--- config.mk ---
export PLATFORM = sky130hd
export DESIGN_NAME = mod_counter_flat
export DESIGN_NICKNAME = d
export VERILOG_FILES = /design/src/rtl/mod_counter_if.sv /design/src/rtl/mod_counter.sv /design/src/flat_wrapper.sv
export SDC_FILE = /design/constraint.sdc
export NUM_CORES = 1
export LEC_CHECK = 0
export BUFFER_PORTS_ARGS = -buffer_cell sky130_fd_sc_hd__buf_4
export CAP_MARGIN = 20
export CORE_AREA = 2 2 39 41
export CTS_CLUSTER_DIAMETER = 100
export DETAILED_ROUTE_END_ITERATION = 6
export DIE_AREA = 0 0 41 43
export PLACE_DENSITY = 0.72
export SYNTH_ARGS = -nofsm -noshare
export SYNTH_HDL_FRONTEND = slang
export SYNTH_SLANG_ARGS = --single-unit
--- constraint.sdc ---
create_clock -name clk -period 2.9 [get_ports clk]
set_input_delay 0.725 -clock clk [delete_from_list [all_inputs] [get_ports clk]]
set_output_delay 0.725 -clock clk [all_outputs]
set_load 0.02 [all_outputs]
--- src/rtl/mod_counter_if.sv ---
// mod_counter_if -- control/status bundle for mod_counter.
//   master: drives en, up, sat, load, load_val, clr_ovf; observes count, tc, ovf
//   slave : the counter itself
// Parameter WIDTH must match the WIDTH of the attached mod_counter.
interface mod_counter_if #(
  parameter int WIDTH = 5
) ();
  logic             en;        // count enable
  logic             up;        // 1 = increment, 0 = decrement
  logic             sat;       // 1 = saturate at bounds, 0 = wrap
  logic             load;      // synchronous load strobe
  logic [WIDTH-1:0] load_val;  // value to load (clamped to MAX)
  logic             clr_ovf;   // clear sticky overflow
  logic [WIDTH-1:0] count;     // registered count
  logic             tc;        // registered terminal-count pulse
  logic             ovf;       // registered sticky overflow

  modport master (
    output en, up, sat, load, load_val, clr_ovf,
    input  count, tc, ovf
  );

  modport slave (
    input  en, up, sat, load, load_val, clr_ovf,
    output count, tc, ovf
  );
endinterface

--- src/rtl/mod_counter.sv ---
// mod_counter -- up/down modulo counter with wrap/saturate, load, terminal-count
// pulse and sticky overflow flag.
//   clk   : clock, rising edge
//   rst_n : synchronous active-low reset
//   bus   : mod_counter_if.slave (en, up, sat, load, load_val, clr_ovf in;
//           count, tc, ovf out, all outputs registered)
// Parameters: WIDTH (bits), MAX (terminal count, 1..2**WIDTH-1),
//             PRESCALE (2..256, only used with the prescaler compiled in).
// Configuration macro: MOD_COUNTER_PRESCALE_EN compiles in an en-gated
// prescaler; without it every cycle with en=1 is a tick.
module mod_counter #(
  parameter int WIDTH    = 5,
  parameter int MAX      = 2**WIDTH-1,
  parameter int PRESCALE = 4
) (
  input  logic        clk,
  input  logic        rst_n,
  mod_counter_if.slave bus
);

  // Elaboration-time parameter range checks.
  if (MAX < 1 || MAX > 2**WIDTH-1) begin : g_bad_max
    $error("mod_counter: MAX out of range 1..2**WIDTH-1");
  end
  if (PRESCALE < 2 || PRESCALE > 256) begin : g_bad_prescale
    $error("mod_counter: PRESCALE out of range 2..256");
  end

  localparam logic [WIDTH-1:0] MAXV = WIDTH'(MAX);

  logic [WIDTH-1:0] r_count;
  logic             r_tc;
  logic             r_ovf;

  logic             w_tick;
  logic             w_at_max;
  logic             w_at_zero;
  logic             w_boundary;
  logic [WIDTH-1:0] w_next;
  logic [WIDTH-1:0] w_load_clamped;

`ifdef MOD_COUNTER_PRESCALE_EN
  localparam int PW = $clog2(PRESCALE);
  localparam logic [PW-1:0] PRE_LAST = PW'(PRESCALE-1);

  logic [PW-1:0] r_pre;

  // Tick fires on the edge where the prescaler wraps back to 0.
  assign w_tick = bus.en && (r_pre == PRE_LAST);

  always_ff @(posedge clk) begin
    if (!rst_n) begin
      r_pre <= '0;
    end else if (bus.load) begin
      r_pre <= '0;
    end else if (bus.en) begin
      r_pre <= w_tick ? '0 : r_pre + PW'(1);
    end
  end
`else
  assign w_tick = bus.en;
`endif

  always_comb begin
    w_at_max       = (r_count == MAXV);
    w_at_zero      = (r_count == '0);
    w_load_clamped = (bus.load_val > MAXV) ? MAXV : bus.load_val;
    // A boundary only counts when the tick is not overridden by load.
    w_boundary     = w_tick && !bus.load && (bus.up ? w_at_max : w_at_zero);
    w_next         = r_count;
    if (bus.up) begin
      if (w_at_max) w_next = bus.sat ? MAXV : '0;
      else          w_next = r_count + WIDTH'(1);
    end else begin
      if (w_at_zero) w_next = bus.sat ? '0 : MAXV;
      else           w_next = r_count - WIDTH'(1);
    end
  end

  always_ff @(posedge clk) begin
    if (!rst_n) begin
      r_count <= '0;
      r_tc    <= 1'b0;
      r_ovf   <= 1'b0;
    end else begin
      if (bus.load) begin
        r_count <= w_load_clamped;
      end else if (w_tick) begin
        r_count <= w_next;
      end
      r_tc <= w_boundary;
      // Set wins over clear when both land on the same edge.
      if (w_boundary)       r_ovf <= 1'b1;
      else if (bus.clr_ovf) r_ovf <= 1'b0;
    end
  end

  assign bus.count = r_count;
  assign bus.tc    = r_tc;
  assign bus.ovf   = r_ovf;

endmodule

--- src/flat_wrapper.sv ---
// flat-port wrapper written by rule: the top's interface ports become plain ports
module mod_counter_flat 
#(
  parameter int WIDTH    = 5,
  parameter int MAX      = 2**WIDTH-1,
  parameter int PRESCALE = 4
)
  (clk, rst_n, bus_en, bus_up, bus_sat, bus_load, bus_load_val, bus_clr_ovf, bus_count, bus_tc, bus_ovf);
  mod_counter_if #(.WIDTH(WIDTH)) bus_i ();
  input  logic clk;
  input  logic rst_n;
  input wire logic [$bits(bus_i.en)-1:0] bus_en;
  input wire logic [$bits(bus_i.up)-1:0] bus_up;
  input wire logic [$bits(bus_i.sat)-1:0] bus_sat;
  input wire logic [$bits(bus_i.load)-1:0] bus_load;
  input wire logic [$bits(bus_i.load_val)-1:0] bus_load_val;
  input wire logic [$bits(bus_i.clr_ovf)-1:0] bus_clr_ovf;
  output wire logic [$bits(bus_i.count)-1:0] bus_count;
  output wire logic [$bits(bus_i.tc)-1:0] bus_tc;
  output wire logic [$bits(bus_i.ovf)-1:0] bus_ovf;
  assign bus_i.en = bus_en;
  assign bus_i.up = bus_up;
  assign bus_i.sat = bus_sat;
  assign bus_i.load = bus_load;
  assign bus_i.load_val = bus_load_val;
  assign bus_i.clr_ovf = bus_clr_ovf;
  assign bus_count = bus_i.count;
  assign bus_tc = bus_i.tc;
  assign bus_ovf = bus_i.ovf;
  mod_counter #(.WIDTH(WIDTH), .MAX(MAX), .PRESCALE(PRESCALE)) u_core (.clk(clk), .rst_n(rst_n), .bus(bus_i));
endmodule
==> results.cfg <==
[run_status]
status = completed

[power]
p_leak_nw = 0.3359
peakVddDrop_v = 0.0001917
switching_share_pct = 33.79
pwr-share-seq_pct = 37.4
pwr-share-comb_pct = 31.3
clock_power_share_pct = 31.3
switchingPower_mw = 0.1034
power-per-cell-area_nw_per_um2 = 400.4
intPower_mw = 0.2027
finalPower_mw = 0.3061

[global_routing]
grt_pass1_vias = 566
grt-ovfl-total = 0
grt_max_degree = 10
grt_pass1_wl_mm = 2.394
antenna_found_initial = 0
grt_usage_pct = 20.85

[flow_run]
drv_cap = 0

[worst_setup_path]
slowest_delay_ns = 0.49
worstSetupPathType = register to register
startpoint_type = register
arrival_ns = 2.45
critPathMostFrequentCell = ha_1
cp.required_ns = 3.11
cpMaxStageDelayCell = mux4_1
worstPathCellList = ha_1 -> and3_2 -> ha_1 -> or2_2 -> mux4_1 -> a21boi_0 -> o21a_1
crit_fanout = 8
cp-end-kind = register

[clocking]
cts_root_buffer = clkbuf_4
cts.repair.resized = 0
ctsLongestPathBuffers = 2
cts_setup_buffers = 0
cts_tree = done
htreeDepth = 1
cts_buffers = 3
clk_latency_ns = 0.27
cts.hold.buffers_added = 0
clk_pin_slew_ns = 0.06
cts_sinks = 7

[placement]
portBuffers = 18
gp_congestion = 0.8218
pre_cts_slack_ns = 0.6740
placed_cell_area_sq_um = 738.2
hpwl_mm = 1.136

[die]
die_x_um = 41
core-area_sq_um = 1384
die_y_um = 43
dieArea_sq_um = 1763
row_count = 14
start_util_pct = 43.22
io_pins = 19

[synth]
synth_area_sq_um = 598.1
syn_inst = 70
synth_compound_area_share_pct = 25.52
synth-xor-area-share_pct = 2.929
async_flop_share_pct = 0
synth-seq-area-share_pct = 23.43
synth_top_cell_area_share_pct = 23.43
synth_edf_count = 0
synthDistinctLibCells = 36
ys_ff_latch = 7
synthFlopType = dfxtp_1
ys_warn_count = 0
synth_top_family_by_area = simple AND/OR/NAND/NOR gates
synthSimpleGateAreaFrac_pct = 27.20
synth_area_leaders = dfxtp_1 (23%), ha_1 (6.3%), inv_1 (4.4%), mux4_1 (4.4%), a21oi_1 (4.2%)
syn_nets = 85
avgSynthCellArea_sq_um = 8.544
yosysTopAreaCell = dfxtp_1
synth_fa_ha_area_share_pct = 6.276
synth.mux.area_fraction_pct = 7.741

[detailed_routing]
viasPerCell = 5.689
drc_errors = 0
drt-initial-drc-count = 10
routed_wl_mm = 1.473
ant_nets = 0
first_pass_iters = 4
wl_per_cell_um = 13.90
num_vias = 603

[finish]
n_antenna_cell = 0
drive_gt1_share_pct = 32.22
n_fill_cell = 142
final_cell_mix = buf_4 (18), inv_1 (7), dfxtp_1 (7)
finalInstanceArea_sq_um = 764.5
syn_to_final_growth_pct = 27.82
nets = 106
mostFrequentLayoutCell = buf_4
multi_input_area_sq_um = 416.7
ff_latch_area_sq_um = 140.1

[timing]
slew_violations = 0
rsz0062_at_grt = false
tns_ns = 0
tightest_slew_ns = 0.4395
setup_ws_ns = 0.6615
hold_viol_final = 0
max-slew-margin-rel_pct = 70.57
max_freq_mhz = 446.7
period_minus_slack_ns = 2.238
post-route-period-util_pct = 77.19
holdWs_ns = 0.4942
finalClockSkew_ns = 0.006041
setup_violations = 0

[hold_path]
hold_class = register to register
==> final cells by class <==
| class | instances | area share (%) |
|---|---|---|
| sequential | 7 | 18.33 |
| clock buffer | 4 | 3.437 |
| timing repair buffer | 18 | 17.68 |
| inverter | 7 | 3.437 |
| tap | 16 | 2.619 |
| multi-input combinational | 54 | 54.50 |
==> power by group through the flow <==
stage,logic (mW),clock network [mW],registers (mW)
after floorplan,0.0551,0,0.120
after global placement,0.0942,0,0.116
after detailed placement,0.0951,0,0.117
after CTS,0.0955,0.0972,0.115
after global routing,0.106,0.100,0.116
final,0.0957,0.0959,0.115
==> worst paths after layout <==
path | start | end | slack [ns] | depth (start not counted)
worst min-delay path | u_core.bus.ovf | u_core.bus.ovf | 0.49 | 1
worst max register to register | u_core.bus.count[0] | u_core.bus.count[2] | 0.66 | 7
worst min register to register | u_core.bus.ovf | u_core.bus.ovf | 0.49 | 1
worst max-delay path | u_core.bus.count[0] | u_core.bus.count[2] | 0.66 | 7
==> flip-flops by register name, indices dropped and copies added, names as in the netlist <==
register,flops
u_core.bus.ovf,1
u_core.bus.count,5
u_core.bus.tc,1
==> cell families after synthesis <==
logic type / Yosys count
and+or+nand+nor: 25
DFF: 7
muxes: 3
buffers and inverters: 9
xor gates and xnor gates: 2
adders and majority gates: 3
AOI/OAI and AO/OA: 21
==> per-layer routing <==
metal,global-route usage (%),part of all wire [%]
met5,0,0
met3,6.283,4.5
met2,31.56,48
met4,12.00,2.1
met1,24.68,46
==> through the flow <==
stage,cells,util [%]
3_3_place_gp,102,53.35
2_1_floorplan,70,-
5_1_grt,106,55.24
3_5_place_dp,102,53.35
6_report,106,55.24
4_1_cts,106,55.24
==> cell usage after synthesis, types with 2 or more instances <==
cell type,number
dfxtp_1,7
inv_1,7
a21oi_1,5
nand2_1,4
nor2_1,4
o21ai_0,4
ha_1,3
and4_2,2
mux2i_1,2
nand3_1,2
nor2b_1,2
nor3_1,2
o211ai_1,2
xor2_1,2
==> critical path: cells and delay by family (launching register included) <==
| family | cells | cell delay [ns] |
|---|---|---|
| multiplexers | 1 | 0.49 |
| AND/OR/NAND/NOR | 2 | 0.51 |
| flip-flops | 1 | 0.36 |
| adder cells (fa/ha/maj) | 2 | 0.52 |
| AO/OA/AOI/OAI | 2 | 0.31 |
No activity file was read; power rests on OpenSTA's default activity.
